`src/rtl/gf2_pivot_op_gen.sv`:
```
// Pivot cell of the GF(2) systemizer column: scans one column bit per row, picks the
// first 1 as pivot and issues PASS/ADD/SWAP row operations plus a final flush SWAP.
module gf2_pivot_op_gen #(
  parameter int ROWS = 8,
  parameter int IDXW = $clog2(ROWS)
) (
  input  logic            clk,
  input  logic            rst,
  input  logic            start,
  input  logic            in_valid,
  output logic            in_ready,
  input  logic            data_in,
  output logic [1:0]      op_out,
  output logic            out_valid,
  input  logic            out_ready,
  output logic [IDXW-1:0] pivot_idx,
  output logic            done,
  output logic            fail
);

  localparam logic [1:0] OP_PASS = 2'b00;
  localparam logic [1:0] OP_ADD  = 2'b01;
  localparam logic [1:0] OP_SWAP = 2'b10;
  localparam logic [IDXW-1:0] LAST_ROW = IDXW'(ROWS - 1);

  typedef enum logic [2:0] {
    IDLE,
    SCAN,
    ELIM,
    FLUSH,
    DONE
  } state_t;

  state_t          state, state_nxt;
  logic [IDXW-1:0] row_cnt;
  logic            flush_sent, flush_sent_nxt;
  logic            out_free, accept, last_row;
  logic            load;
  logic [1:0]      load_op;
  logic            set_pivot, set_done, set_fail, clear_pass;

  // The output register can take a new op when empty or being drained this cycle.
  assign out_free = !out_valid || out_ready;
  assign in_ready = ((state == SCAN) || (state == ELIM)) && out_free;
  assign accept   = in_valid && in_ready;
  assign last_row = (row_cnt == LAST_ROW);

  always_comb begin
    state_nxt      = state;
    flush_sent_nxt = flush_sent;
    load           = 1'b0;
    load_op        = OP_PASS;
    set_pivot      = 1'b0;
    set_done       = 1'b0;
    set_fail       = 1'b0;
    clear_pass     = 1'b0;
    case (state)
      IDLE, DONE: begin
        if (start) begin
          state_nxt  = SCAN;
          clear_pass = 1'b1;
        end
      end
      SCAN: begin
        if (accept) begin
          load = 1'b1;
          if (data_in) begin
            load_op   = OP_SWAP;
            set_pivot = 1'b1;
            state_nxt = last_row ? FLUSH : ELIM;
          end else begin
            load_op = OP_PASS;
            if (last_row) begin
              state_nxt = DONE;
              set_done  = 1'b1;
              set_fail  = 1'b1;
            end
          end
        end
      end
      ELIM: begin
        if (accept) begin
          load    = 1'b1;
          load_op = data_in ? OP_ADD : OP_PASS;
          if (last_row) state_nxt = FLUSH;
        end
      end
      FLUSH: begin
        // First issue the flush op, then wait for downstream to take it.
        if (!flush_sent) begin
          if (out_free) begin
            load           = 1'b1;
            load_op        = OP_SWAP;
            flush_sent_nxt = 1'b1;
          end
        end else if (out_ready) begin
          state_nxt      = DONE;
          set_done       = 1'b1;
          flush_sent_nxt = 1'b0;
        end
      end
      default: state_nxt = IDLE;
    endcase
  end

  always_ff @(posedge clk) begin
    if (!rst) begin
      state      <= IDLE;
      row_cnt    <= '0;
      flush_sent <= 1'b0;
      pivot_idx  <= '0;
      done       <= 1'b0;
      fail       <= 1'b0;
      op_out     <= OP_PASS;
      out_valid  <= 1'b0;
    end else begin
      state      <= state_nxt;
      flush_sent <= flush_sent_nxt;
      if (clear_pass) begin
        row_cnt    <= '0;
        pivot_idx  <= '0;
        done       <= 1'b0;
        fail       <= 1'b0;
        flush_sent <= 1'b0;
      end else if (accept) begin
        row_cnt <= row_cnt + IDXW'(1);
      end
      if (set_pivot) pivot_idx <= row_cnt;
      if (set_done) begin
        done <= 1'b1;
        fail <= set_fail;
      end
      if (load) begin
        op_out    <= load_op;
        out_valid <= 1'b1;
      end else if (out_ready) begin
        out_valid <= 1'b0;
      end
    end
  end

endmodule
```
`config.mk`:
```
export PLATFORM = sky130hd
export DESIGN_NAME = gf2_pivot_op_gen
export DESIGN_NICKNAME = d
export VERILOG_FILES = /design/src/rtl/gf2_pivot_op_gen.sv
export SDC_FILE = /design/constraint.sdc
export NUM_CORES = 1
export LEC_CHECK = 0
export CAP_MARGIN = 20
export CORE_MARGIN = 5
export CORE_UTILIZATION = 47
export CTS_BUF_LIST = sky130_fd_sc_hd__clkbuf_8
export DETAILED_ROUTE_END_ITERATION = 7
export PLACE_DENSITY = 0.73
export SYNTH_ARGS = -nofsm -noshare
export SYNTH_HDL_FRONTEND = slang
export SYNTH_SLANG_ARGS = --single-unit
```
`constraint.sdc`:
```
create_clock -name clk -period 1.5 [get_ports clk]
set_clock_uncertainty 0.1 [all_clocks]
set_input_delay 0.225 -clock clk [delete_from_list [all_inputs] [get_ports clk]]
set_output_delay 0.225 -clock clk [all_outputs]
set_load 0.02 [all_outputs]
```
==> results of run 1 <==
==> synth_stat cells (all sizes together) <==
library cell   n
o21ai          2
dfxtp         15
a31oi          2
and2           2
nor4b          2
nor2b          2
mux2i          4
nand2b         5
ha             2
o32ai          1
buf            3
a211oi         2
a211o          1
a21oi          6
nor3           4
nand4          2
nand3b         1
or2            3
and3b          1
nor2           7
inv            6
xnor2          2
or3b           1
o21a           2
nor3b          3
nand3          4
nor4           1
nand2          6
==> power by group through the flow <==
stage	logic, mW	registers, mW	clock network, mW
floorplan	0.371	0.488	0
global placement	0.634	0.474	0
detailed placement	0.652	0.475	0
CTS	0.704	0.469	0.329
global route	0.799	0.491	0.363
finish	0.747	0.484	0.326
==> state kept, by name (all words and copies together), names as in the netlist <==
signal	flops
op_out	2
done	1
fail	1
state	3
pivot_idx	3
row_cnt	3
out_valid	1
flush_sent	1
==> worst max path at each step <==
stage / endpoint / from / cells past startpoint / slack, ns
detailed placement: row_cnt[2] / out_ready / 7 / -0.46
CTS: row_cnt[2] / state[1] / 6 / -0.08
finish: row_cnt[2] / state[1] / 6 / -0.08
floorplan: op_out[0] / out_valid / 4 / 0.01
global placement: op_out[0] / out_ready / 7 / -0.40
global route: state[0] / state[0] / 5 / -0.15
==> worst reg2reg max path, cell delays in order (launching register included) <==
cell and delay [ns]:
dfxtp_4 0.36, xnor2_2 0.14, buf_4 0.15, nor4b_4 0.27, buf_4 0.21, mux2i_1 0.19
nor2_1 0.06
==> area by class of cell <==
cell class	instances	area (um2)	area share, %
clock inverter	1	5.00	0.401
tap	17	21.3	1.70
multi-input combinational	68	547	43.8
timing repair buffer	35	304	24.3
clock buffer	3	41.3	3.31
sequential	15	308	24.6
inverter	6	22.5	1.80
==> logic make-up after synthesis <==
kind of cell               count (synthesis)
muxes                                      4
buffers and inverters                      9
adders and majority gates                  2
and+or+nand+nor                           44
xor gates and xnor gates                   2
AOI/OAI and AO/OA                         16
DFF                                       15
==> layer usage <==
metal / vias to the layer above / part of all wire (%) / track usage [%]
li1: 397 / - / -
met1: 377 / 43 / 20.9
met2: 22 / 51 / 29.2
met3: 2 / 5.2 / 3.50
met4: 0 / 0.78 / 6.99
met5: - / 0 / 0
==> through the flow <==
step           worst slack [ns]  cells  total power [mW]  TNS [ns]
2_1_floorplan            0.0138     92             0.859         0
3_3_place_gp             -0.404    139              1.11     -4.02
3_5_place_dp             -0.459    139              1.13     -4.58
4_1_cts                 -0.0817    144              1.50    -0.355
5_1_grt                  -0.148    145              1.65     -1.17
6_report                -0.0770    145              1.56    -0.294
==> what timing repair did <==
action,CTS,global route
gates cloned,0,0
resized for setup,16,17
endpoints found under the setup margin,15,18
pin swaps,2,8
setup buffers,1,1
==> impl_metrics.env, run 1 <==
export IMPL_remaining_drc_errors=0
export IMPL_drive_gt1_share_pct=34.4
export IMPL_fin_util_pct=74.8
export IMPL_setup_violations=6
export IMPL_grt_setup_unrepaired="yes"
export IMPL_nets=137
export IMPL_place_congestion=0.825
export IMPL_grt_pass1_vias=809
export IMPL_yosys_area_share_simple_pct=34.6
export IMPL_synthTopCellsByArea="dfxtp_1 (37%), mux2i_1 (5.0%), nand2b_1 (3.9%), a21oi_1 (3.7%), nor2_1 (3.3%)"
export IMPL_netlist_area_leader_share_pct=37.2
export IMPL_worstPathRequired_ns=1.54
export IMPL_final_common_cell="buf_4"
export IMPL_clk_path_buf_depth=2
export IMPL_core_area_um2=1670
export IMPL_arrival_ns=1.62
export IMPL_synth_xor_area_share_pct=2.17
export IMPL_synth_avg_cell_area_um2=8.77
export IMPL_path_clk_slew_ns=0.06
export IMPL_synth_area_leader_cell="dfxtp_1"
export IMPL_critical_path_buf_inv_count=2
export IMPL_dieHeight_um=51.4
export IMPL_violations="negative setup slack"
export IMPL_root_buffer="clkbuf_8"
export IMPL_cpLargestDelayFamily="flip-flops"
export IMPL_p_int_mw=1.02
export IMPL_dr_first_iter_drc_count=19
export IMPL_regToRegStartpoint="state[1]"
export IMPL_crit_fanout=5
export IMPL_cpMostUsedCell="buf_4"
export IMPL_ctsHoldBuffers=0
export IMPL_critPathMaxStageDelay_ns=0.36
export IMPL_start_util_pct=48.3
export IMPL_drv_slew=0
export IMPL_antenna_left=0
export IMPL_synth_cell_types=33
export IMPL_routed_via_count=798
export IMPL_synth_top_family_by_area="simple AND/OR/NAND/NOR gates"
export IMPL_finalWirelength_mm=2.05
export IMPL_p_seq_share_pct=31.1
export IMPL_timing_rr_end="row_cnt[2]"
export IMPL_path_cells="xnor2_2, buf_4, nor4b_4, buf_4, mux2i_1, nor2_1"
export IMPL_cts_made_buffers=3
export IMPL_outcome="complete, but fails checks"
export IMPL_synthesis_nets=100
export IMPL_critPathCaptureType="flip-flop"
export IMPL_power_per_cell_area_nw_per_um2=1250
export IMPL_slew_headroom_pct=74.8
export IMPL_wl_per_cell_um=14.2
export IMPL_synth_compound_area_share_pct=13.0
export IMPL_hold_end="done"
export IMPL_clock_sinks=15
export IMPL_stdcell_area_um2=1250
export IMPL_die_area_um2=2650
export IMPL_r2r_slack_ns=-0.08
export IMPL_netlist_area_um2=807
export IMPL_reg2reg_depth=6
export IMPL_place_port_buffers=14
export IMPL_hpwl_mm=1.45
export IMPL_mostFrequentLayoutCells="buf_4 (18), dfxtp_1 (11), nor2_1 (7)"
export IMPL_p_leak_nw=0.566
export IMPL_crit_type="flip-flop to flip-flop"
export IMPL_cp_start_kind="flip-flop"
export IMPL_rows=15
export IMPL_yosysSeqAreaShare_pct=37.2
export IMPL_cp_slowest_cell="dfxtp_4"
export IMPL_synth_adder_area_share_pct=3.10
export IMPL_dr_pass1_iters=4
export IMPL_vdd_drop_max_mv=0.764
export IMPL_hold_depth=2
export IMPL_ios=15
export IMPL_nFillCells=130
export IMPL_final_hold_viol_count=0
export IMPL_cap_violations=0
export IMPL_pwr_share_clk_pct=21.0
export IMPL_sw_frac_of_total_pct=34.7
export IMPL_grt_overflow=0
export IMPL_min_period_ns=1.58
export IMPL_htreeDepth=1
export IMPL_ys_ff_latch=15
export IMPL_area_growth_pct=54.7
export IMPL_p_sw_mw=0.541
export IMPL_antenna_found_initial=0
export IMPL_synthMuxAreaShare_pct=4.96
export IMPL_placed_cell_area_um2=1100
export IMPL_fin_crit_sh_pct=105
export IMPL_grt_max_degree=11
export IMPL_worstHoldPathType="flip-flop to flip-flop"
export IMPL_fin_hold_ws_ns=0.365
export IMPL_clk_latency_ns=0.24
export IMPL_min_from="done"
export IMPL_die_w_um=51.4
export IMPL_yosysWarnings=0
export IMPL_grt_pass1_wl_mm=3.42
export IMPL_synthCells=92
export IMPL_antenna_cells=0
export IMPL_grt_use_total_pct=17.2
export IMPL_vias_per_cell=5.50
export IMPL_worst_pin_slew_ns=0.378
export IMPL_p_comb_share_pct=48.0
export IMPL_worst_slack_ns=-0.0770
export IMPL_fmax_ghz=0.634
export IMPL_cts_tree="yes"
No activity file was read; power rests on OpenSTA's default activity.
==> run 2: changes to the inputs <==
Settings changed: CORE_UTILIZATION 47 to 40, PLACE_DENSITY 0.73 to 0.63.
==> run 2 against run 1 <==
  * Critical path type unchanged
  * Highest routed layer is now met3
  * Power down 0.27%
  * Critical endpoint is now state[0]
  * Sequential power about the same
  * Global-route usage down 2.0 points
  * The flow still finishes with violations (negative setup slack)
==> impl_metrics.env, run 2 (same netlist as run 1, synthesis figures left out) <==
export IMPL_rows=16
export IMPL_cp_start_kind="flip-flop"
export IMPL_slew_headroom_pct=70.4
export IMPL_vias_per_cell=4.83
export IMPL_remaining_drc_errors=0
export IMPL_crit_fanout=9
export IMPL_min_from="fail"
export IMPL_root_buffer="clkbuf_8"
export IMPL_largestRegisters="pivot_idx x3, row_cnt x3, state x3"
export IMPL_dieHeight_um=54.9
export IMPL_antenna_cells=0
export IMPL_ios=15
export IMPL_cpLargestDelayFamily="simple AND/OR/NAND/NOR gates"
export IMPL_grt_pass1_vias=797
export IMPL_placed_cell_area_um2=1120
export IMPL_setup_tns_ns=-0.0311
export IMPL_place_inst=150
export IMPL_core_area_um2=1940
export IMPL_final_hold_viol_count=0
export IMPL_worst_slack_ns=-0.0152
export IMPL_die_area_um2=3020
export IMPL_mostFrequentLayoutCells="buf_4 (22), dfxtp_1 (10), dlygate4sd2_1 (9)"
export IMPL_area_growth_pct=54.9
export IMPL_grt_setup_unrepaired="yes"
export IMPL_die_w_um=54.9
export IMPL_grt_pass1_wl_mm=3.31
export IMPL_clk_path_buf_depth=2
export IMPL_nFillCells=180
export IMPL_path_cells="buf_6, or3b_1, a211oi_2, nor3_2, mux2i_1"
export IMPL_cts_tree="yes"
export IMPL_start_util_pct=41.6
export IMPL_wl_per_cell_um=12.6
export IMPL_multi_input_area_um2=529
export IMPL_clock_sinks=15
export IMPL_fmax_ghz=0.660
export IMPL_setup_violations=3
export IMPL_drv_slew=0
export IMPL_antenna_left=0
export IMPL_worstPathRequired_ns=1.53
export IMPL_final_common_cell="buf_4"
export IMPL_htreeDepth=1
export IMPL_stdcell_area_um2=1250
export IMPL_routed_via_count=763
export IMPL_violations="negative setup slack"
export IMPL_arrival_ns=1.54
export IMPL_cp_slowest_cell="or3b_1"
export IMPL_fin_crit_sh_pct=101
export IMPL_worst_pin_slew_ns=0.443
export IMPL_fin_cells=158
export IMPL_dr_pass1_iters=3
export IMPL_cts_made_buffers=3
export IMPL_place_congestion=0.785
export IMPL_grt_overflow=0
export IMPL_dr_first_iter_drc_count=9
export IMPL_crit_type="flip-flop to flip-flop"
export IMPL_place_port_buffers=14
export IMPL_antenna_found_initial=0
export IMPL_finalWirelength_mm=1.98
export IMPL_nets=140
export IMPL_grt_max_degree=11
export IMPL_regToRegStartpoint="state[1]"
export IMPL_critPathCaptureType="flip-flop"
export IMPL_power_per_cell_area_nw_per_um2=1240
export IMPL_critical_path_buf_inv_count=1
export IMPL_setup_worst_path_start="state[1]"
export IMPL_worstHoldPathType="flip-flop to flip-flop"
export IMPL_grt_use_total_pct=15.2
export IMPL_hpwl_mm=1.50
export IMPL_ctsHoldBuffers=0
export IMPL_path_clk_slew_ns=0.06
export IMPL_critPathMaxStageDelay_ns=0.36
export IMPL_min_period_ns=1.52
export IMPL_vdd_drop_max_mv=0.736
export IMPL_outcome="complete, but fails checks"
export IMPL_drive_gt1_share_pct=35.9
export IMPL_p_leak_nw=0.533
export IMPL_final_seq_area_um2=307
export IMPL_clk_latency_ns=0.24
export IMPL_cap_violations=0
[run 2: changes by cell type in the layout (fill, tap and decap cells not counted), sizes merged]
cell,before,now
buf,22,25
dlygate4sd2,6,9
dlymetal6s2s,3,0
[run 2: final cells by class]
type / count / share of cell area [%]
clock buffers: 3 / 3.30
clock inverters: 1 / 0.400
inverters: 6 / 1.80
multi-input cells: 68 / 42.3
flip-flops and latches: 15 / 24.5
well taps: 27 / 2.70
repair buffers: 38 / 24.9
[run 2: routing by layer]
layer / routed length (um) / vias up / global-route usage (%) / share of wire, %
met3: 37 / 0 / 2.41 / 1.9
met5: 0 / - / 0 / 0
met2: 978 / 7 / 26.8 / 49
li1: - / 400 / - / -
met4: 0 / 0 / 6.07 / 0
met1: 968 / 356 / 18.3 / 49
[run 2: path summary, 6_finish.rpt]
check        depth (start not counted)  slack, ns  endpoint
max                                  5      -0.02  state[0]
min                                  2       0.37      fail
max reg2reg                          5      -0.02  state[0]
min reg2reg                          2       0.37      fail
[run 2: worst reg2reg max path, cell delays in order (launching register included)]
cell and delay [ns]:
dfxtp_2 0.34, buf_6 0.14, or3b_1 0.36, a211oi_2 0.23, nor3_2 0.09, mux2i_1 0.14
[run 2: power by group]
part / internal (mW) / switching [mW]
registers: 0.446 / 0.0364
logic: 0.402 / 0.343
clock network: 0.184 / 0.142
[run 2: what timing repair did]
action,CTS,global route
endpoints found under the hold margin,0,0
endpoints found under the setup margin,18,15
gates resized for setup,20,12
buffers inserted,2,2
pin swaps,4,4
[run 2: per-stage QoR]
| stage | hold WS [ns] | total power, mW | utilization, % | setup WS [ns] |
|---|---|---|---|---|
| finish | 0.370 | 1.55 | 64.4 | -0.0152 |
| global placement | 0.356 | 1.12 | 57.7 | -0.413 |
| CTS | 0.370 | 1.51 | 61.8 | -0.0787 |
| detailed placement | 0.363 | 1.13 | 57.7 | -0.457 |
| global route | 0.390 | 1.66 | 64.4 | -0.107 |
| floorplan | 0.243 | 0.859 | - | 0.0138 |
==> run 3: changes to the inputs <==
Settings changed: CORE_ASPECT_RATIO from default to 1.1.
==> run 3 against run 2 <==
  * The flow still finishes with violations (negative setup slack)
  * Sequential cell count unchanged
  * Sequential power up 4%
  * Sequential share of layout area down 1.1 points
  * Global-route usage down 1.1 points
  * Fmax down 1.0%
  * Critical path type unchanged
  * Largest cell class unchanged
==> impl_metrics.env, run 3 (same netlist as run 1, synthesis figures left out) <==
export IMPL_wl_per_cell_um=13.7
export IMPL_mostFrequentLayoutCells="buf_4 (19), dfxtp_1 (11), dlygate4sd2_1 (8)"
export IMPL_grt_max_degree=11
export IMPL_grt_pass1_wl_mm=3.23
export IMPL_fin_hold_ws_ns=0.370
export IMPL_critPathMaxStageDelay_ns=0.38
export IMPL_place_port_buffers=14
export IMPL_dr_first_iter_drc_count=8
export IMPL_path_cells="buf_8, or3b_1, a211oi_2, nor3_2, mux2i_1"
export IMPL_critical_path_buf_inv_count=1
export IMPL_worst_pin_slew_ns=0.366
export IMPL_reg2reg_depth=5
export IMPL_cp_slowest_cell="or3b_1"
export IMPL_root_buffer="clkbuf_8"
export IMPL_antenna_found_initial=0
export IMPL_crit_fanout=5
export IMPL_cap_violations=0
export IMPL_antenna_left=0
export IMPL_start_util_pct=41.2
export IMPL_cpLargestDelayFamily="simple AND/OR/NAND/NOR gates"
export IMPL_clock_sinks=15
export IMPL_fin_cells=160
export IMPL_p_leak_nw=0.569
export IMPL_path_clk_slew_ns=0.06
export IMPL_die_w_um=52.8
export IMPL_grt_setup_unrepaired="yes"
export IMPL_cp_start_kind="flip-flop"
export IMPL_finalWirelength_mm=2.18
export IMPL_r2r_slack_ns=-0.03
export IMPL_drive_gt1_share_pct=39.4
export IMPL_stdcell_area_um2=1320
export IMPL_min_from="pivot_idx[2]"
export IMPL_regToRegStartpoint="state[1]"
export IMPL_violations="negative setup slack"
export IMPL_nets=141
export IMPL_min_period_ns=1.53
export IMPL_hold_depth=2
export IMPL_critPathCaptureType="flip-flop"
export IMPL_antenna_cells=0
export IMPL_hpwl_mm=1.51
export IMPL_area_growth_pct=64.0
export IMPL_total_power_mw=1.65
export IMPL_ctsHoldBuffers=0
export IMPL_fin_crit_sh_pct=102
export IMPL_final_hold_viol_count=0
export IMPL_largestRegisters="pivot_idx x3, row_cnt x3, state x3"
export IMPL_slew_headroom_pct=75.6
export IMPL_vdd_drop_max_mv=0.744
export IMPL_clk_path_buf_depth=2
export IMPL_clk_latency_ns=0.24
export IMPL_rows=17
export IMPL_htreeDepth=1
export IMPL_remaining_drc_errors=0
export IMPL_placed_cell_area_um2=1130
export IMPL_worstPathRequired_ns=1.52
export IMPL_cts_made_buffers=3
export IMPL_grt_use_total_pct=14.2
export IMPL_setup_violations=2
export IMPL_dieHeight_um=57.1
export IMPL_setup_tns_ns=-0.0559
export IMPL_ios=15
export IMPL_vias_per_cell=5.06
export IMPL_outcome="complete, but fails checks"
export IMPL_power_per_cell_area_nw_per_um2=1250
export IMPL_final_common_cell="buf_4"
export IMPL_dr_pass1_iters=4
export IMPL_timing_rr_end="state[1]"
export IMPL_crit_type="flip-flop to flip-flop"
export IMPL_core_area_um2=1960
export IMPL_fin_util_pct=67.6
export IMPL_routed_via_count=810
export IMPL_fmax_ghz=0.653
export IMPL_grt_overflow=0
export IMPL_place_inst=152
export IMPL_place_congestion=0.855
export IMPL_grt_pass1_vias=752
export IMPL_die_area_um2=3020
export IMPL_worstHoldPathType="flip-flop to flip-flop"
export IMPL_cts_tree="yes"
export IMPL_worst_slack_ns=-0.0310
export IMPL_arrival_ns=1.56
export IMPL_hold_end="pivot_idx[2]"
export IMPL_place_ws_ns=-0.421
export IMPL_drv_slew=0
## run 3: layout make-up
class	instances	area, um2
multi-input combinational	68	554
sequential	15	310
fill	170	633
inverter	6	22.5
clock inverter	1	5.00
timing repair buffer	39	355
clock buffer	3	41.3
tap	28	35.0
## run 3: report_power, final
| group | internal [mW] | total, mW | switching [mW] | leakage (nW) |
|---|---|---|---|---|
| registers | 0.450 | 0.500 | 0.0503 | 0.124 |
| clock network | 0.184 | 0.325 | 0.141 | 0.0255 |
| logic | 0.464 | 0.829 | 0.365 | 0.420 |
| total | 1.10 | 1.65 | 0.557 | 0.569 |
## run 3: routing by layer
layer | vias up | global-route usage [%] | share of wire (%)
met5 | - | 0 | 0
met4 | 0 | 7.66 | 1.4
met3 | 4 | 2.61 | 2.2
met2 | 12 | 22.2 | 53
met1 | 390 | 18.1 | 44
li1 | 404 | - | -
## run 3: tightest hold or removal path, cell delays in order (launching register included)
cell and delay [ns]:
dfxtp_1 0.31, nand3_1 0.06, a21oi_1 0.06
## run 3: timing repair
| item | CTS | global route |
|---|---|---|
| pin swaps | 2 | 7 |
| setup buffers | 0 | 3 |
| cloned | 0 | 1 |
| gates resized for setup | 18 | 24 |
| endpoints found under the setup margin | 19 | 16 |
## run 3: worst max path at each step
stage | start | end | slack, ns | cells past startpoint
2_1_floorplan | out_valid | op_out[0] | 0.01 | 4
3_3_place_gp | out_ready | in_ready | -0.41 | 4
3_5_place_dp | out_ready | in_ready | -0.42 | 4
4_1_cts | state[1] | state[1] | -0.02 | 5
5_1_grt | state[0] | state[0] | -0.1 | 5
6_report | state[1] | state[1] | -0.03 | 5
